==> src/rtl/peripheral_bus_arbiter.sv <==
// Two-master round-robin arbiter for the shared register-block peripheral bus.
// A grant is held until the slave completes the access or the busy timeout aborts it.
module peripheral_bus_arbiter #(
    parameter int unsigned ADDRESS_WIDTH  = 12,
    parameter int unsigned TIMEOUT_CYCLES = 255
) (
    input  logic                     clk,
    input  logic                     rst,
    input  logic                     m0_we,
    input  logic                     m0_oe,
    input  logic [ADDRESS_WIDTH-1:0] m0_address,
    input  logic [3:0]               m0_byteSelect,
    input  logic [31:0]              m0_dataWrite,
    output logic [31:0]              m0_dataRead,
    output logic                     m0_busy,
    output logic                     m0_error,
    input  logic                     m1_we,
    input  logic                     m1_oe,
    input  logic [ADDRESS_WIDTH-1:0] m1_address,
    input  logic [3:0]               m1_byteSelect,
    input  logic [31:0]              m1_dataWrite,
    output logic [31:0]              m1_dataRead,
    output logic                     m1_busy,
    output logic                     m1_error,
    output logic                     peripheralBus_we,
    output logic                     peripheralBus_oe,
    output logic [ADDRESS_WIDTH-1:0] peripheralBus_address,
    output logic [3:0]               peripheralBus_byteSelect,
    output logic [31:0]              peripheralBus_dataWrite,
    input  logic [31:0]              peripheralBus_dataRead,
    input  logic                     peripheralBus_busy
);

    localparam int unsigned CNT_W = $clog2(TIMEOUT_CYCLES + 1);

    typedef enum logic [1:0] {
        IDLE   = 2'd0,
        GRANT0 = 2'd1,
        GRANT1 = 2'd2
    } state_t;

    state_t             r_state;
    state_t             w_next_state;
    logic               r_last_grant;
    logic               w_next_last_grant;
    logic [CNT_W-1:0]   r_count;
    logic [CNT_W-1:0]   w_next_count;

    logic                     w_req0;
    logic                     w_req1;
    logic                     w_sel;
    logic                     w_sel_req;
    logic                     w_other_req;
    logic                     w_sel_we;
    logic                     w_sel_oe;
    logic [ADDRESS_WIDTH-1:0] w_sel_address;
    logic [3:0]               w_sel_byteSelect;
    logic [31:0]              w_sel_dataWrite;
    logic                     w_sel_busy;
    logic [31:0]              w_sel_dataRead;
    logic                     w_sel_error;

    assign w_req0 = m0_we | m0_oe;
    assign w_req1 = m1_we | m1_oe;

    // w_sel is the index of the granted master; only meaningful in GRANT0/GRANT1
    assign w_sel            = (r_state == GRANT1);
    assign w_sel_req        = w_sel ? w_req1        : w_req0;
    assign w_other_req      = w_sel ? w_req0        : w_req1;
    assign w_sel_we         = w_sel ? m1_we         : m0_we;
    assign w_sel_oe         = w_sel ? m1_oe         : m0_oe;
    assign w_sel_address    = w_sel ? m1_address    : m0_address;
    assign w_sel_byteSelect = w_sel ? m1_byteSelect : m0_byteSelect;
    assign w_sel_dataWrite  = w_sel ? m1_dataWrite  : m0_dataWrite;

    always_ff @(posedge clk) begin
        if (rst) begin
            r_state      <= IDLE;
            r_last_grant <= 1'b1;
            r_count      <= '0;
        end else begin
            r_state      <= w_next_state;
            r_last_grant <= w_next_last_grant;
            r_count      <= w_next_count;
        end
    end

    always_comb begin
        w_next_state             = r_state;
        w_next_last_grant        = r_last_grant;
        w_next_count             = r_count;
        peripheralBus_we         = 1'b0;
        peripheralBus_oe         = 1'b0;
        peripheralBus_address    = '0;
        peripheralBus_byteSelect = '0;
        peripheralBus_dataWrite  = '0;
        m0_dataRead              = '0;
        m1_dataRead              = '0;
        m0_busy                  = w_req0;
        m1_busy                  = w_req1;
        m0_error                 = 1'b0;
        m1_error                 = 1'b0;
        w_sel_busy               = 1'b0;
        w_sel_dataRead           = '0;
        w_sel_error              = 1'b0;

        case (r_state)
            IDLE: begin
                if (w_req0 && w_req1) begin
                    w_next_state = r_last_grant ? GRANT0 : GRANT1;
                end else if (w_req0) begin
                    w_next_state = GRANT0;
                end else if (w_req1) begin
                    w_next_state = GRANT1;
                end
            end
            GRANT0, GRANT1: begin
                peripheralBus_we         = w_sel_we;
                peripheralBus_oe         = w_sel_oe;
                peripheralBus_address    = w_sel_address;
                peripheralBus_byteSelect = w_sel_byteSelect;
                peripheralBus_dataWrite  = w_sel_dataWrite;
                w_sel_dataRead           = peripheralBus_dataRead;
                w_sel_busy               = w_sel_req;

                if (!w_sel_req) begin
                    w_next_state = IDLE;
                    w_next_count = '0;
                end else if (!peripheralBus_busy ||
                             (r_count == CNT_W'(TIMEOUT_CYCLES - 1))) begin
                    // Completion and timeout abort share the same handoff path
                    w_sel_busy = 1'b0;
                    if (peripheralBus_busy) begin
                        w_sel_dataRead = 32'hFFFF_FFFF;
                        w_sel_error    = 1'b1;
                    end
                    w_next_last_grant = w_sel;
                    w_next_count      = '0;
                    if (w_other_req) begin
                        w_next_state = w_sel ? GRANT0 : GRANT1;
                    end else begin
                        w_next_state = IDLE;
                    end
                end else begin
                    w_next_count = r_count + CNT_W'(1);
                end

                if (w_sel) begin
                    m1_busy     = w_sel_busy;
                    m1_dataRead = w_sel_dataRead;
                    m1_error    = w_sel_error;
                end else begin
                    m0_busy     = w_sel_busy;
                    m0_dataRead = w_sel_dataRead;
                    m0_error    = w_sel_error;
                end
            end
            default: begin
                w_next_state = IDLE;
                w_next_count = '0;
            end
        endcase
    end

endmodule

==> config.mk <==
export PLATFORM = sky130hd
export DESIGN_NAME = peripheral_bus_arbiter
export DESIGN_NICKNAME = d
export VERILOG_FILES = /design/src/rtl/peripheral_bus_arbiter.sv
export SDC_FILE = /design/constraint.sdc
export NUM_CORES = 1
export LEC_CHECK = 0
export CORE_AREA = 2 2 97 99
export CTS_CLUSTER_SIZE = 40
export DETAILED_ROUTE_END_ITERATION = 10
export DIE_AREA = 0 0 99 101
export PLACE_DENSITY = 0.75
export SLEW_MARGIN = 20
export SYNTH_ARGS = -nofsm -noshare
export SYNTH_HDL_FRONTEND = slang
export SYNTH_SLANG_ARGS = --single-unit
==> constraint.sdc <==
create_clock -name clk -period 1.74 [get_ports clk]
set_input_delay 0.348 -clock clk [delete_from_list [all_inputs] [get_ports clk]]
set_output_delay 0.348 -clock clk [all_outputs]
set_load 0.005 [all_outputs]
==> metrics.yaml <==
setup_violations: 129
ant_nets: 0
cp_num_buf_inv: 5
drive_above_1_share_pct: 53.22
syn_to_final_growth_pct: 214.5
synth-main-ff-cell: "dfxtp_1"
grt_max_degree: 33
path_delay_family: "buffers and inverters"
grt_pass1_vias: 3426
antenna_found_initial: 0
layout_common_cells: "130 x clkdlybuf4s50_1, 97 x buf_2, 66 x o21a_1, 60 x buf_4, 42 x buf_6"
rsz0062_at_grt: "yes"
synth.top_cell.area_share_pct: 26.16
period_needed_ns: 2.299
clkLatencyLatePin_ns: 0.24
outcome: "complete, but fails checks"
cts-root-buf: "clkbuf_8"
synth_area_per_cell_sq_um: 7.287
cp_common_cell: "buf_6"
multi_input_area_sq_mm: 0.002120
vias_per_cell: 4.912
grt_pass1_wl_mm: 17.83
worst_slew_pin_slew_ns: 0.7403
setup_ws_ns: -0.5592
postPlaceCellArea_sq_mm: 0.004823
max-cap-violations: 0
overflow: 0
gr-usage-all-layers_pct: 22.17
dpl.hpwl_mm: 8.240
synth-edff-count: 0
ir_drop_mv: 0.9432
cts_hold_buf: 0
synth.top_cells.by_area: "mux2i_1 26%, o21a_1 25%, dfxtp_1 11%, nor2_1 11%, ha_1 3.1%"
syn-cell-area_sq_mm: 0.001989
num_rows: 35
path_clk_slew_ns: 0.05
worst-path-max-fanout: 7
crit_path_max_incr_delay_ns: 0.33
cts.sinks: 11
critical_path_class: "reg -> out"
synth_cell_types: 29
maxSlewViolCount: 0
design_area_sq_mm: 0.006257
cts_tree: "yes"
synth-seq-area-share_pct: 11.07
clock_skew_ns: 0.003750
num_io_pins: 253
fmax_ghz: 0.4349
die_x_microns: 99
vias: 3674
first_pass_iters: 4
drc: 0
diodes: 0
first_iter_violations: 71
layout_commonest_cell: "clkdlybuf4s50_1"
crit_arrival_ns: 1.95
final_nets: 778
ff_latch_area_sq_um: 225.2
holdCritPathClass: "reg -> reg"
fp.dieH_microns: 101
worstSetupStartpointType: "register"
clk_path_buf_depth: 2
start_util_pct: 22.16
syn_inst: 273
p_per_area_mw_per_mm2: 1621
wl_mm: 14.61
hold_viol: 0
post-route-period-util_pct: 132.1
violations: "setup timing"
cts.htree.levels: 1
required_ns: 1.39
synth_warnings: 0
cp-end-kind: "primary output"
nFillCells: 654
final_core_util_pct: 69.70
die-area_sq_mm: 0.009999
synthArstFlopShare_pct: 0
place_ws_ns: -0.8848
port_buffers: 252
leakage_nw: 2.807
hold-worst-slack_ns: 0.5676
synth-seq-cells: 11
crit_slowest_cell: "dfxtp_2"
cts_buffers: 3
path_cells: "inv_2, ha_4, nor3_4, a21oi_2, and3_4, buf_6, buf_6, buf_6, o21a_1, buf_2"
syn-num-nets: 413
design.core.area_sq_mm: 0.008977
yosys.area.top_type: "mux2i_1"
place_congestion: 0.8836
wl_per_cell_microns: 19.53
fin_setup_tns_ns: -52.97
relSlewSlack_pct: 50.42
==> cell usage after synthesis (2+ instances only) <==
| master | count |
|---|---|
| dfxtp_1 | 11 |
| nand4_1 | 2 |
| o21a_1 | 66 |
| inv_1 | 4 |
| a211o_1 | 2 |
| nand2_1 | 4 |
| buf_2 | 10 |
| and2_1 | 3 |
| mux2i_1 | 52 |
| nor3_1 | 9 |
| clkbuf_1 | 13 |
| a21oi_1 | 4 |
| o21ai_0 | 4 |
| buf_6 | 4 |
| and3_1 | 2 |
| nor2_1 | 56 |
| ha_1 | 5 |
| xnor2_1 | 3 |
| xor2_1 | 4 |
| nor2b_1 | 2 |
| nand3_1 | 5 |
==> per-stage QoR <==
step | std cells | power (W)
after floorplan | 273 | 0.002563
after global placement | 643 | 0.005615
after detailed placement | 643 | 0.005674
after CTS | 693 | 0.008171
after global routing | 748 | 0.01062
final | 748 | 0.01014
==> per-layer routing <==
layer,global-route usage (%),share of wire (%),routed length [microns],up-vias
met5,0,0,0,-
met4,6.112,2.3,335,0
met3,3.259,6.6,959,27
met2,42.00,54,7930,212
met1,25.79,37,5380,1741
li1,-,-,-,1694
==> cell type report <==
cell class	instances	area share [%]
Clock buffer	3	0.6599
Timing Repair Buffer	388	59.07
Sequential cell	11	3.599
Inverter	5	0.4999
Multi-Input combinational cell	229	33.87
Clock inverter	1	0.07998
Tap cell	111	2.220
==> what timing repair did <==
action	CTS	global route
endpoints found under the hold margin	0	0
buffers inserted	36	56
gates resized for setup	472	192
pin swaps	18	39
endpoints found under the setup margin	129	129
gates cloned	10	10
==> sequential cells by signal, summed over array words and instances, names as in the netlist <==
signal	count
r_count	8
r_state	2
r_last_grant	1
==> worst reg2reg max path, delay by kind of cell (launching register included) <==
family	cells	cell delay [ns]
flip-flops	1	0.33
adder cells (fa/ha/maj)	1	0.27
multiplexers	1	0.19
buffers and inverters	7	0.74
AO/OA/AOI/OAI	2	0.47
==> power by group <==
part,total [W],switching [W],internal [W],leakage (nW)
clock,0.000264,0.000106,0.000158,0.0255
combinational,0.00954,0.00395,0.00560,2.69
sequential,0.000338,0.0000353,0.000302,0.0903
==> final timing paths <==
kind | slack [ns] | startpoint | endpoint | depth (start not counted)
max | -0.56 | r_state[0] | m0_dataRead[26] | 10
min | 0.57 | r_last_grant | r_last_grant | 2
max reg2reg | -0.33 | r_state[0] | r_state[0] | 11
min reg2reg | 0.57 | r_last_grant | r_last_grant | 2
==> logic make-up after synthesis <==
group,share of synthesized area [%]
muxes,26.16
DFF,11.07
xor gates and xnor gates,3.082
buffers and inverters,8.553
adders and majority gates,3.145
AOI/OAI and AO/OA,29.56
and+or+nand+nor,18.43
Note: power is estimated with default switching activity, not from simulation.
